### src/rtl/cores_dout_arbiter.sv
// cores_dout_arbiter
// Round-robin drain of per-core nibble output buffers. Each result record is
// read nibble by nibble; EQUAL records are packed into a 32-bit word for the
// host output FIFO, BATCH_COMPLETE reports are collected into a mask that
// fires a one-cycle batch_done once every core has reported.
module cores_dout_arbiter #(
    parameter int N_CORES = 8
) (
    input  logic                   CLK,
    input  logic                   RESET,
    input  logic [N_CORES-1:0]     core_empty,
    input  logic [4*N_CORES-1:0]   core_dout,
    output logic [N_CORES-1:0]     core_rd_en,
    output logic [31:0]            out_data,
    output logic                   out_wr_en,
    input  logic                   out_full,
    output logic                   batch_done,
    output logic                   err
);

    localparam int PW = (N_CORES > 1) ? $clog2(N_CORES) : 1;

    typedef enum logic [1:0] {
        SCAN  = 2'd0,
        READ  = 2'd1,
        WRITE = 2'd2
    } state_t;

    state_t             state_reg, state_next;
    logic [PW-1:0]      ptr_reg, ptr_next;
    logic [2:0]         idx_reg, idx_next;
    logic [11:0]        payload_reg, payload_next;   // n2..n4 while the record streams in
    logic               bc_reg, bc_next;             // BATCH_COMPLETE of the record being handled
    logic [31:0]        data_reg, data_next;
    logic [N_CORES-1:0] mask_reg, mask_next;
    logic               bd_reg, bd_next;
    logic               err_reg, err_next;

    logic [3:0]         cur_nib;
    logic               cur_empty;
    logic [N_CORES-1:0] ptr_onehot;
    logic [PW-1:0]      ptr_inc;
    logic               set_done;
    logic [N_CORES-1:0] mask_merged;

    // one-hot decode of the core currently pointed at
    generate
        for (genvar gi = 0; gi < N_CORES; gi++) begin : g_sel
            assign ptr_onehot[gi] = (ptr_reg == PW'(gi));
        end
    endgenerate

    assign core_rd_en = (state_reg == READ) ? ptr_onehot : '0;
    assign ptr_inc    = (ptr_reg == PW'(N_CORES - 1)) ? '0 : ptr_reg + 1'b1;
    assign out_data   = data_reg;
    assign batch_done = bd_reg;
    assign err        = err_reg;

    // mux out the nibble and empty flag of the selected core
    always_comb begin
        cur_nib   = 4'h0;
        cur_empty = 1'b1;
        for (int i = 0; i < N_CORES; i++) begin
            if (ptr_reg == PW'(i)) begin
                cur_nib   = core_dout[4*i +: 4];
                cur_empty = core_empty[i];
            end
        end
    end

    // next-state, record parsing and write strobe
    always_comb begin
        state_next   = state_reg;
        ptr_next     = ptr_reg;
        idx_next     = idx_reg;
        payload_next = payload_reg;
        bc_next      = bc_reg;
        data_next    = data_reg;
        err_next     = err_reg;
        set_done     = 1'b0;
        out_wr_en    = 1'b0;
        case (state_reg)
            SCAN: begin
                if (!cur_empty) begin
                    state_next = READ;
                    idx_next   = 3'd0;
                end else begin
                    ptr_next = ptr_inc;
                end
            end
            READ: begin
                if (cur_empty) begin
                    // buffer ran dry mid-record: abandon it
                    err_next   = 1'b1;
                    state_next = SCAN;
                    ptr_next   = ptr_inc;
                    idx_next   = 3'd0;
                end else begin
                    idx_next = idx_reg + 3'd1;
                    case (idx_reg)
                        3'd0: begin
                            if (!cur_nib[0]) err_next = 1'b1;
                        end
                        3'd1: begin
                            bc_next = cur_nib[0];
                            if (!cur_nib[1]) begin
                                // two-nibble record: only a BATCH_COMPLETE report is legal
                                if (cur_nib[0]) set_done = 1'b1;
                                else            err_next = 1'b1;
                                state_next = SCAN;
                                ptr_next   = ptr_inc;
                                idx_next   = 3'd0;
                            end
                        end
                        3'd5: begin
                            data_next  = {12'h000, 4'(ptr_reg), payload_reg, cur_nib};
                            state_next = WRITE;
                            idx_next   = 3'd0;
                        end
                        default: begin
                            payload_next = {payload_reg[7:0], cur_nib};
                        end
                    endcase
                end
            end
            WRITE: begin
                if (!out_full) begin
                    out_wr_en  = 1'b1;
                    set_done   = bc_reg;
                    state_next = SCAN;
                    ptr_next   = ptr_inc;
                end
            end
            default: begin
                state_next = SCAN;
            end
        endcase
    end

    // batch completion: fire and clear once every core has reported
    always_comb begin
        mask_merged = mask_reg | (set_done ? ptr_onehot : '0);
        if (&mask_merged) begin
            mask_next = '0;
            bd_next   = 1'b1;
        end else begin
            mask_next = mask_merged;
            bd_next   = 1'b0;
        end
    end

    // state registers
    always_ff @(posedge CLK or posedge RESET) begin
        if (RESET) begin
            state_reg   <= SCAN;
            ptr_reg     <= '0;
            idx_reg     <= 3'd0;
            payload_reg <= 12'h000;
            bc_reg      <= 1'b0;
            data_reg    <= 32'h0;
            mask_reg    <= '0;
            bd_reg      <= 1'b0;
            err_reg     <= 1'b0;
        end else begin
            state_reg   <= state_next;
            ptr_reg     <= ptr_next;
            idx_reg     <= idx_next;
            payload_reg <= payload_next;
            bc_reg      <= bc_next;
            data_reg    <= data_next;
            mask_reg    <= mask_next;
            bd_reg      <= bd_next;
            err_reg     <= err_next;
        end
    end

endmodule

### config.mk
export PLATFORM = sky130hd
export DESIGN_NAME = cores_dout_arbiter
export DESIGN_NICKNAME = d
export VERILOG_FILES = /design/src/rtl/cores_dout_arbiter.sv
export SDC_FILE = /design/constraint.sdc
export NUM_CORES = 1
export LEC_CHECK = 0
export ABC_AREA = 1
export BUFFER_PORTS_ARGS = -buffer_cell sky130_fd_sc_hd__buf_2
export CAP_MARGIN = 20
export CORE_MARGIN = 8
export CORE_UTILIZATION = 56
export DETAILED_ROUTE_END_ITERATION = 12
export PLACE_DENSITY = 0.86
export SETUP_SLACK_MARGIN = 0.02
export SLEW_MARGIN = 20
export SYNTH_ARGS = -nofsm -noshare
export SYNTH_HDL_FRONTEND = slang
export SYNTH_SLANG_ARGS = --single-unit
### constraint.sdc
create_clock -name CLK -period 3.9 [get_ports CLK]
set_clock_uncertainty 0.1 [all_clocks]
set_input_delay 0.78 -clock CLK [delete_from_list [all_inputs] [get_ports CLK]]
set_output_delay 0.78 -clock CLK [all_outputs]
set_load 0.02 [all_outputs]
# Word level (Yosys, flattened, before mapping)
# Index checks and enable logic that the tools add are counted.
dict set report classes {
  eq_ne 19
  add_sub_neg 2
  muxes 50
  bitwise 3
  n_reduce_logical 15
}
# operator n
set ops {}
lappend ops {{$mux W4} 8}
lappend ops {{$mux W3} 9}
lappend ops {{$mux W8} 3}
lappend ops {{$mux W1} 19}
lappend ops {{$eq A3 B3 Y1 const B} 5}
lappend ops {{$pmux W3 S2} 2}
lappend ops {{$reduce_and A3 Y1} 4}
lappend ops {{$pmux W3 S3} 1}
lappend ops {{$mux W2} 4}
lappend ops {{$or A8 B8 Y8} 1}
lappend ops {{$reduce_and A8 Y1} 1}
lappend ops {{$add A3 B1 Y3 const B} 2}
lappend ops {{$eq A3 B1 Y1 const B} 2}
lappend ops {{$eq A3 B2 Y1 const B} 2}
lappend ops {{$logic_not A3 Y1} 2}
lappend ops {{$ne A2 B2 Y1 const B} 3}
lappend ops {{$ne A3 B3 Y1 const B} 2}
lappend ops {{$pmux W2 S3} 1}
lappend ops {{$reduce_bool A3 Y1} 2}
lappend ops {{$reduce_and A5 Y1} 1}
lappend ops {{$ne A4 B2 Y1 const B} 1}
lappend ops {{$ne A4 B4 Y1 const B} 1}
lappend ops {{$pmux W1 S2} 2}
lappend ops {{$pmux W2 S2} 1}
lappend ops {{9 further kinds} 10}
dict set report word_totals {
  out_inout_bits 43
  register_bits 50
}

# Logic depth before layout (Yosys ltp)
dict set report depth {
  ltp_word 18
  depth_mapped 21
}

# Worst setup path before layout
# No wires, ideal clock.
dict set report synth_path {
  path_kind {flip-flop to flip-flop}
  startpoint {register ptr_reg[0]}
  endpoint {register mask_reg[0]}
  setup_slack_ns 1.384
  period_less_slack_ns 2.516
  arrival_ns 2.282
  stages_incl_launch_ff 21
  setup_ns 0.134
  cell_sequence {dfrtp_1 > ha_1 > ha_1 > inv_1 > nand2_1 > inv_1 > nand2_1 > nand2_1 > nand2_1 > nand2_1 > nand2_1 > nand2_1 > nand3_2 > nor2_2 > nand3_2 > nand2_4 > nand3_1 > nand2_1 > nand2_1 > nor2_2 > a21oi_1}
}
dict set report synth_between {
  elab_chain_cells 18
  word_cells_on_any_way 33
  classes_between {7 x eq/ne; 23 x mux; 1 x bitwise; 2 x reduce/logical}
}
# element line
set synth_lines {}
lappend synth_lines {{from (decl)} 30} ;# logic [PW-1:0] ptr_reg, ptr_next;
lappend synth_lines {{from (signal assigned)} 166} ;# ptr_reg <= ptr_next;
lappend synth_lines {{$logic_not A3 Y1} {49, 64}}
lappend synth_lines {{$mux W4 (8 in series)} 64} ;# if (ptr_reg == PW'(i)) begin
lappend synth_lines {{$mux W1} 108} ;# if (cur_nib[0]) set_done = 1'b1;
lappend synth_lines {{$mux W1} 106} ;# if (!cur_nib[1]) begin
lappend synth_lines {{$mux W1} 100} ;# case (idx_reg)
lappend synth_lines {{$mux W1} 92} ;# if (cur_empty) begin
lappend synth_lines {{$pmux W1 S2} 82} ;# case (state_reg)
lappend synth_lines {{$mux W8 *} 142} ;# mask_merged = mask_reg | (set_done ? ptr_onehot : '0);
lappend synth_lines {{$or A8 B8 Y8 *} 142}
lappend synth_lines {{$reduce_and A8 Y1} 143} ;# if (&mask_merged) begin
lappend synth_lines {{$mux W8 *} 143}
lappend synth_lines {{net mask_next[0]} 35} ;# logic [N_CORES-1:0] mask_reg, mask_next;
lappend synth_lines {{to (signal assigned)} 171} ;# mask_reg <= mask_next;
lappend synth_lines {{to (decl)} 35}
# The timed path passes the listed nets; every way through them passes the cells marked *.
# A chain may end at the register's enable or synchronous reset.

# Worst setup path after layout
dict set report layout_path {
  startpoint {register ptr_reg[2]}
  endpoint {register data_reg[4], in the netlist out_data[4]}
}
dict set report layout_between {
  elab_chain_cells 11
  word_cells_on_any_way 18
  classes_between {7 x eq/ne; 8 x mux; 1 x bitwise; 2 x reduce/logical}
}
# element line
set layout_lines {}
lappend layout_lines {{$logic_not A3 Y1} 64}
lappend layout_lines {{$mux W1 (7 in series)} 64}
lappend layout_lines {{$mux W1 *} 64}
lappend layout_lines {{$not A1 Y1 (no source line) *} --}
lappend layout_lines {{$reduce_and A3 Y1 (no source line) *} --}
lappend layout_lines {{to (signal assigned)} 170} ;# data_reg <= data_next;
lappend layout_lines {{to (decl)} 34} ;# logic [31:0] data_reg, data_next;
# Mark *: on every way between the ends. The rest lies on a longest branch, timed or not.

==> flow_summary.html <==
<table>
<tr><th>Metric</th><th>Value</th></tr>
<tr><th colspan="2">Outcome</th></tr>
<tr><td>Result of the run</td><td>complete, no violations</td></tr>
<tr><th colspan="2">Routing</th></tr>
<tr><td>Wirelength per Cell</td><td>roughly 13 µm</td></tr>
<tr><td>Routed vias/inst</td><td>between 4 and 5</td></tr>
<tr><td>Vias</td><td>2621</td></tr>
<tr><td>Routed Wire Length</td><td>roughly 6800 µm</td></tr>
<tr><td>DRT antenna net count</td><td>0</td></tr>
<tr><td>Drc violations</td><td>0</td></tr>
<tr><td>TritonRoute pass-1 iters</td><td>4</td></tr>
<tr><td>Violation count after the first detailed-route iteration</td><td>around 160</td></tr>
<tr><th colspan="2">Floorplan</th></tr>
<tr><td>Die width</td><td>roughly 90 µm</td></tr>
<tr><td>Starting density of the core</td><td>between 50% and 60%</td></tr>
<tr><td>I/O pins</td><td>86</td></tr>
<tr><td>Height of the die</td><td>between 80 and 90 µm</td></tr>
<tr><td>Core area</td><td>5040 µm²</td></tr>
<tr><td>Cell Rows</td><td>26</td></tr>
<tr><td>Die Footprint</td><td>~7700 µm²</td></tr>
<tr><th colspan="2">STA</th></tr>
<tr><td>Final setup violation count</td><td>0</td></tr>
<tr><td>Clock period minus final worst setup slack</td><td>between 3 and 4 ns</td></tr>
<tr><td>Unrepaired setup endpoints after global routing</td><td>no</td></tr>
<tr><td>Max transition margin</td><td>between 40% and 50%</td></tr>
<tr><td>Period utilisation layout</td><td>between 80% and 90%</td></tr>
<tr><td>Slew @ Worst Pin</td><td>0.830 ns</td></tr>
<tr><td>Final worst hold slack</td><td>around 0.38 ns</td></tr>
<tr><td>Max-slew violations</td><td>0</td></tr>
<tr><td>Final hold violations</td><td>0</td></tr>
<tr><td>Peak clock frequency supported by timing</td><td>between 0.3 and 0.4 GHz</td></tr>
<tr><td>Sum of negative setup slack</td><td>0 ns</td></tr>
<tr><th colspan="2">Worst setup path</th></tr>
<tr><td>CP max FO</td><td>33</td></tr>
<tr><td>R2r worst-path depth</td><td>16</td></tr>
<tr><td>Worst-path cell with the longest stage delay</td><td>dfrtp_1</td></tr>
<tr><td>Data required time of the worst path</td><td>between 3 and 4 ns</td></tr>
<tr><td>Biggest cell delay along the critical path</td><td>0.66 ns</td></tr>
<tr><td>Crit-path cells</td><td>inv_6 -&gt; ha_1 -&gt; inv_1 -&gt; nand2_1 -&gt; inv_1 -&gt; nand2_1 -&gt; nand2_1 -&gt; nand2_1 -&gt; nand2_1 -&gt; nand2_1 -&gt; nand2_1 -&gt; nand3_2 -&gt; nor2_1 -&gt; inv_1 -&gt; nand2_1 -&gt; o21ai_0</td></tr>
<tr><td>Critical path depth</td><td>16</td></tr>
<tr><td>Worst path arrival time</td><td>3.20 ns</td></tr>
<tr><td>Most numerous cell on the critical path</td><td>nand2_1</td></tr>
<tr><td>WS Path Type</td><td>reg2reg</td></tr>
<tr><td>Kind of launch point of the worst setup path</td><td>register</td></tr>
<tr><td>Crit path buffers/inverters</td><td>4</td></tr>
<tr><td>Crit-path leading delay family</td><td>simple AND/OR/NAND/NOR gates</td></tr>
<tr><td>Kind of capture point of the worst setup path</td><td>register</td></tr>
<tr><th colspan="2">Finish</th></tr>
<tr><td>Net count of the finished layout</td><td>510</td></tr>
<tr><td>End-of-flow core utilization</td><td>between 60% and 70%</td></tr>
<tr><td>Fillers</td><td>approximately 440</td></tr>
<tr><td>Count of placed standard cells in the final layout, fillers left out</td><td>about 530</td></tr>
<tr><td>Post-layout instance area</td><td>roughly 3300 µm²</td></tr>
<tr><td>Diode count</td><td>0</td></tr>
<tr><td>Max FFs per register</td><td>19</td></tr>
<tr><td>Relative area change from synthesis to final layout</td><td>15.4%</td></tr>
<tr><td>Ratio of cells with drive above 1 in the final layout</td><td>between 20% and 30%</td></tr>
<tr><th colspan="2">Logic synthesis</th></tr>
<tr><td>Sequential-to-total area share from yosys stat</td><td>between 40 and 50%</td></tr>
<tr><td>Count of warnings emitted by yosys</td><td>0</td></tr>
<tr><td>#FFs+latches synth</td><td>50</td></tr>
<tr><td>Library cells used by synthesis</td><td>31</td></tr>
<tr><td>Post-synth design cell area</td><td>just under 3000 µm²</td></tr>
<tr><td>Number of standard cells after synthesis</td><td>386</td></tr>
<tr><td>Synthesized area divided by synthesized cell count</td><td>~7.5 µm²</td></tr>
<tr><th colspan="2">GRT</th></tr>
<tr><td>Wire length of the first global-routing pass</td><td>roughly 11000 µm</td></tr>
<tr><td>Total global routing overflow</td><td>0</td></tr>
<tr><td>Antenna violations before repair</td><td>0</td></tr>
<tr><td>Largest net degree at the start of global routing</td><td>a little over 50</td></tr>
<tr><td>Via count of the first global-routing pass</td><td>roughly 2600</td></tr>
<tr><td>Global routing usage summed across all routing layers</td><td>between 10% and 20%</td></tr>
<tr><th colspan="2">Power and ir drop</th></tr>
<tr><td>Switching share of power</td><td>about 48%</td></tr>
<tr><td>Net switching power</td><td>1.06 mW</td></tr>
<tr><td>Static leakage power</td><td>roughly 1.9 nW</td></tr>
<tr><td>Clock network fraction of design power</td><td>between 10 and 15%</td></tr>
<tr><td>Power per unit of standard cell area</td><td>664 nW/µm²</td></tr>
<tr><td>Max IR drop VDD</td><td>between 0.0003 and 0.0004 V</td></tr>
<tr><td>Proportion of power drawn by flip-flops and latches</td><td>around a third</td></tr>
<tr><td>Cell internal pwr</td><td>1.15 mW</td></tr>
<tr><td>Combinational group share of total power</td><td>between 50% and 60%</td></tr>
<tr><th colspan="2">Min path</th></tr>
<tr><td>Worst Hold Path Cells</td><td>2</td></tr>
<tr><td>Hold crit path type</td><td>reg2reg</td></tr>
<tr><th colspan="2">Placement</th></tr>
<tr><td>Half-perimeter wire length of the detailed placement result</td><td>5310 µm</td></tr>
<tr><td>Instance count after placement with tap cells included</td><td>between 500 and 600</td></tr>
<tr><td>Routability congestion estimate from global placement</td><td>around 0.94</td></tr>
<tr><td>Placed cell area</td><td>approximately 3200 µm²</td></tr>
<tr><td>Number of buffers added on ports</td><td>between 70 and 80</td></tr>
<tr><th colspan="2">Clock tree</th></tr>
<tr><td>Skew-Pair Late Insertion Delay</td><td>around 0.31 ns</td></tr>
<tr><td>Clock root buffer master</td><td>clkbuf_8</td></tr>
<tr><td>Clock tree from TritonCTS</td><td>done</td></tr>
<tr><td>Largest buffer count on any clock path</td><td>2</td></tr>
<tr><td>CTS sink count</td><td>50</td></tr>
<tr><td>H-tree lvl count</td><td>2</td></tr>
<tr><td>Post-CTS Resized</td><td>0</td></tr>
<tr><td>Post-CTS setup buffer count</td><td>0</td></tr>
<tr><td>Clock Pin Slew Worst Setup and Hold Paths</td><td>0.10 ns</td></tr>
<tr><td>Hold buffers post-CTS</td><td>0</td></tr>
<tr><td>Number of clock buffers inserted by TritonCTS</td><td>5</td></tr>
<tr><th colspan="2">Run</th></tr>
<tr><td>Max-cap check violation count</td><td>0</td></tr>
</table>
## cell usage after synthesis
master    number  area share [%]
o21ai_0       36             6.2
dfrtp_1       50              43
inv_1         59             7.7
or2_1          1            0.22
nor3_1         4            0.69
buf_4         13             3.4
xnor2_1        1            0.30
inv_2          3            0.39
o22ai_1        2            0.43
nand3_2        2            0.69
inv_6          1            0.30
nand2_1      112              15
nand3b_1       1            0.26
nand3_1       24             4.2
mux2i_1        1            0.35
clkbuf_1       5            0.65
nand2_4        1            0.39
ha_1          12             5.2
o211ai_1       4             1.0
nor2_1        20             2.6
a21oi_1       16             2.8
or2_2          1            0.22
and2_1         1            0.22
buf_6          2            0.78
conb_1         1            0.13
or2_0          1            0.22
nor2_4         1            0.39
nor2_2         4            0.87
nand2_2        4            0.87
o31ai_1        1            0.26
buf_2          2            0.35
## power by group through the flow
stage | Combinational (mW) | Sequential, mW | Clock, mW
after floorplan | 0.871 | 0.746 | 0
after detailed placement | 1.14 | 0.745 | 0
after global placement | 1.11 | 0.737 | 0
final | 1.15 | 0.736 | 0.321
after CTS | 1.15 | 0.735 | 0.329
after global routing | 1.31 | 0.750 | 0.349
## kinds of logic (layout without fill, tap and decap cells)
| group | after synthesis | in the layout | share of synthesized area [%] |
|---|---|---|---|
| adders and majority gates | 12 | 12 | 5.20 |
| and+or+nand+nor | 177 | 177 | 26.4 |
| other | 1 | 13 | 0.130 |
| xor gates and xnor gates | 1 | 1 | 0.304 |
| AOI/OAI and AO/OA | 59 | 59 | 10.8 |
| muxes | 1 | 1 | 0.347 |
| buffers and inverters | 85 | 143 | 13.5 |
| DFF | 50 | 50 | 43.4 |
## cells in the final DEF, fill, tap and decap left out, types with 2 or more instances in the layout
cell type and n:
ha_1 12, nand3_2 2, conb_1 13, nand2_2 4
o211ai_1 4, clkinv_4 2, o21ai_0 36, dfrtp_1 50
nand3_1 24, inv_1 58, nor2_1 20, nor3_1 4
nor2_2 4, nand2_1 112, buf_2 72, clkbuf_8 5
inv_2 3, o22ai_1 2, a21oi_1 16
## routing by layer
layer / track usage [%] / routed length [µm] / share of wire (%) / vias up
li1: - / - / - / 1315
met1: 22.5 / 2960 / 44 / 1202
met2: 31.1 / 3260 / 48 / 90
met3: 4.03 / 428 / 6.3 / 14
met4: 6.88 / 114 / 1.7 / 0
met5: 0 / 0 / 0 / -
## worst paths after layout
| check | from | endpoint | slack [ns] |
|---|---|---|---|
| max | ptr_reg[2] | out_data[4] | 0.78 |
| min | out_data[15] | out_data[15] | 0.38 |
| max reg2reg | ptr_reg[2] | out_data[4] | 0.78 |
| min reg2reg | out_data[15] | out_data[15] | 0.38 |
| max in group asynchronous | RESET | ptr_reg[1] | 2.72 |
| min in group asynchronous | RESET | payload_reg[9] | 0.50 |
## per-stage QoR
stage / power, mW / setup WS (ns)
after floorplan: 1.62 / 1.38
after detailed placement: 1.88 / 0.838
after CTS: 2.21 / 0.832
after global placement: 1.84 / 0.975
final: 2.21 / 0.778
after global routing: 2.41 / 0.384
## final cells by class
type	count	area, µm²	share of cell area (%)
Clock buffer	5	68.8	2.07
Tap cell	70	87.6	2.63
Multi-Input combinational cell	263	1290	38.7
Timing Repair Buffer	72	360	10.8
Inverter	63	243	7.29
Sequential cell	50	1250	37.6
Clock inverter	3	28.8	0.865
## worst min-delay path, delay by kind of cell (launching register included)
family | cells | cell delay [ns]
flops | 1 | 0.36
simple gates | 2 | 0.10
Power figures use the tool's default switching activity.
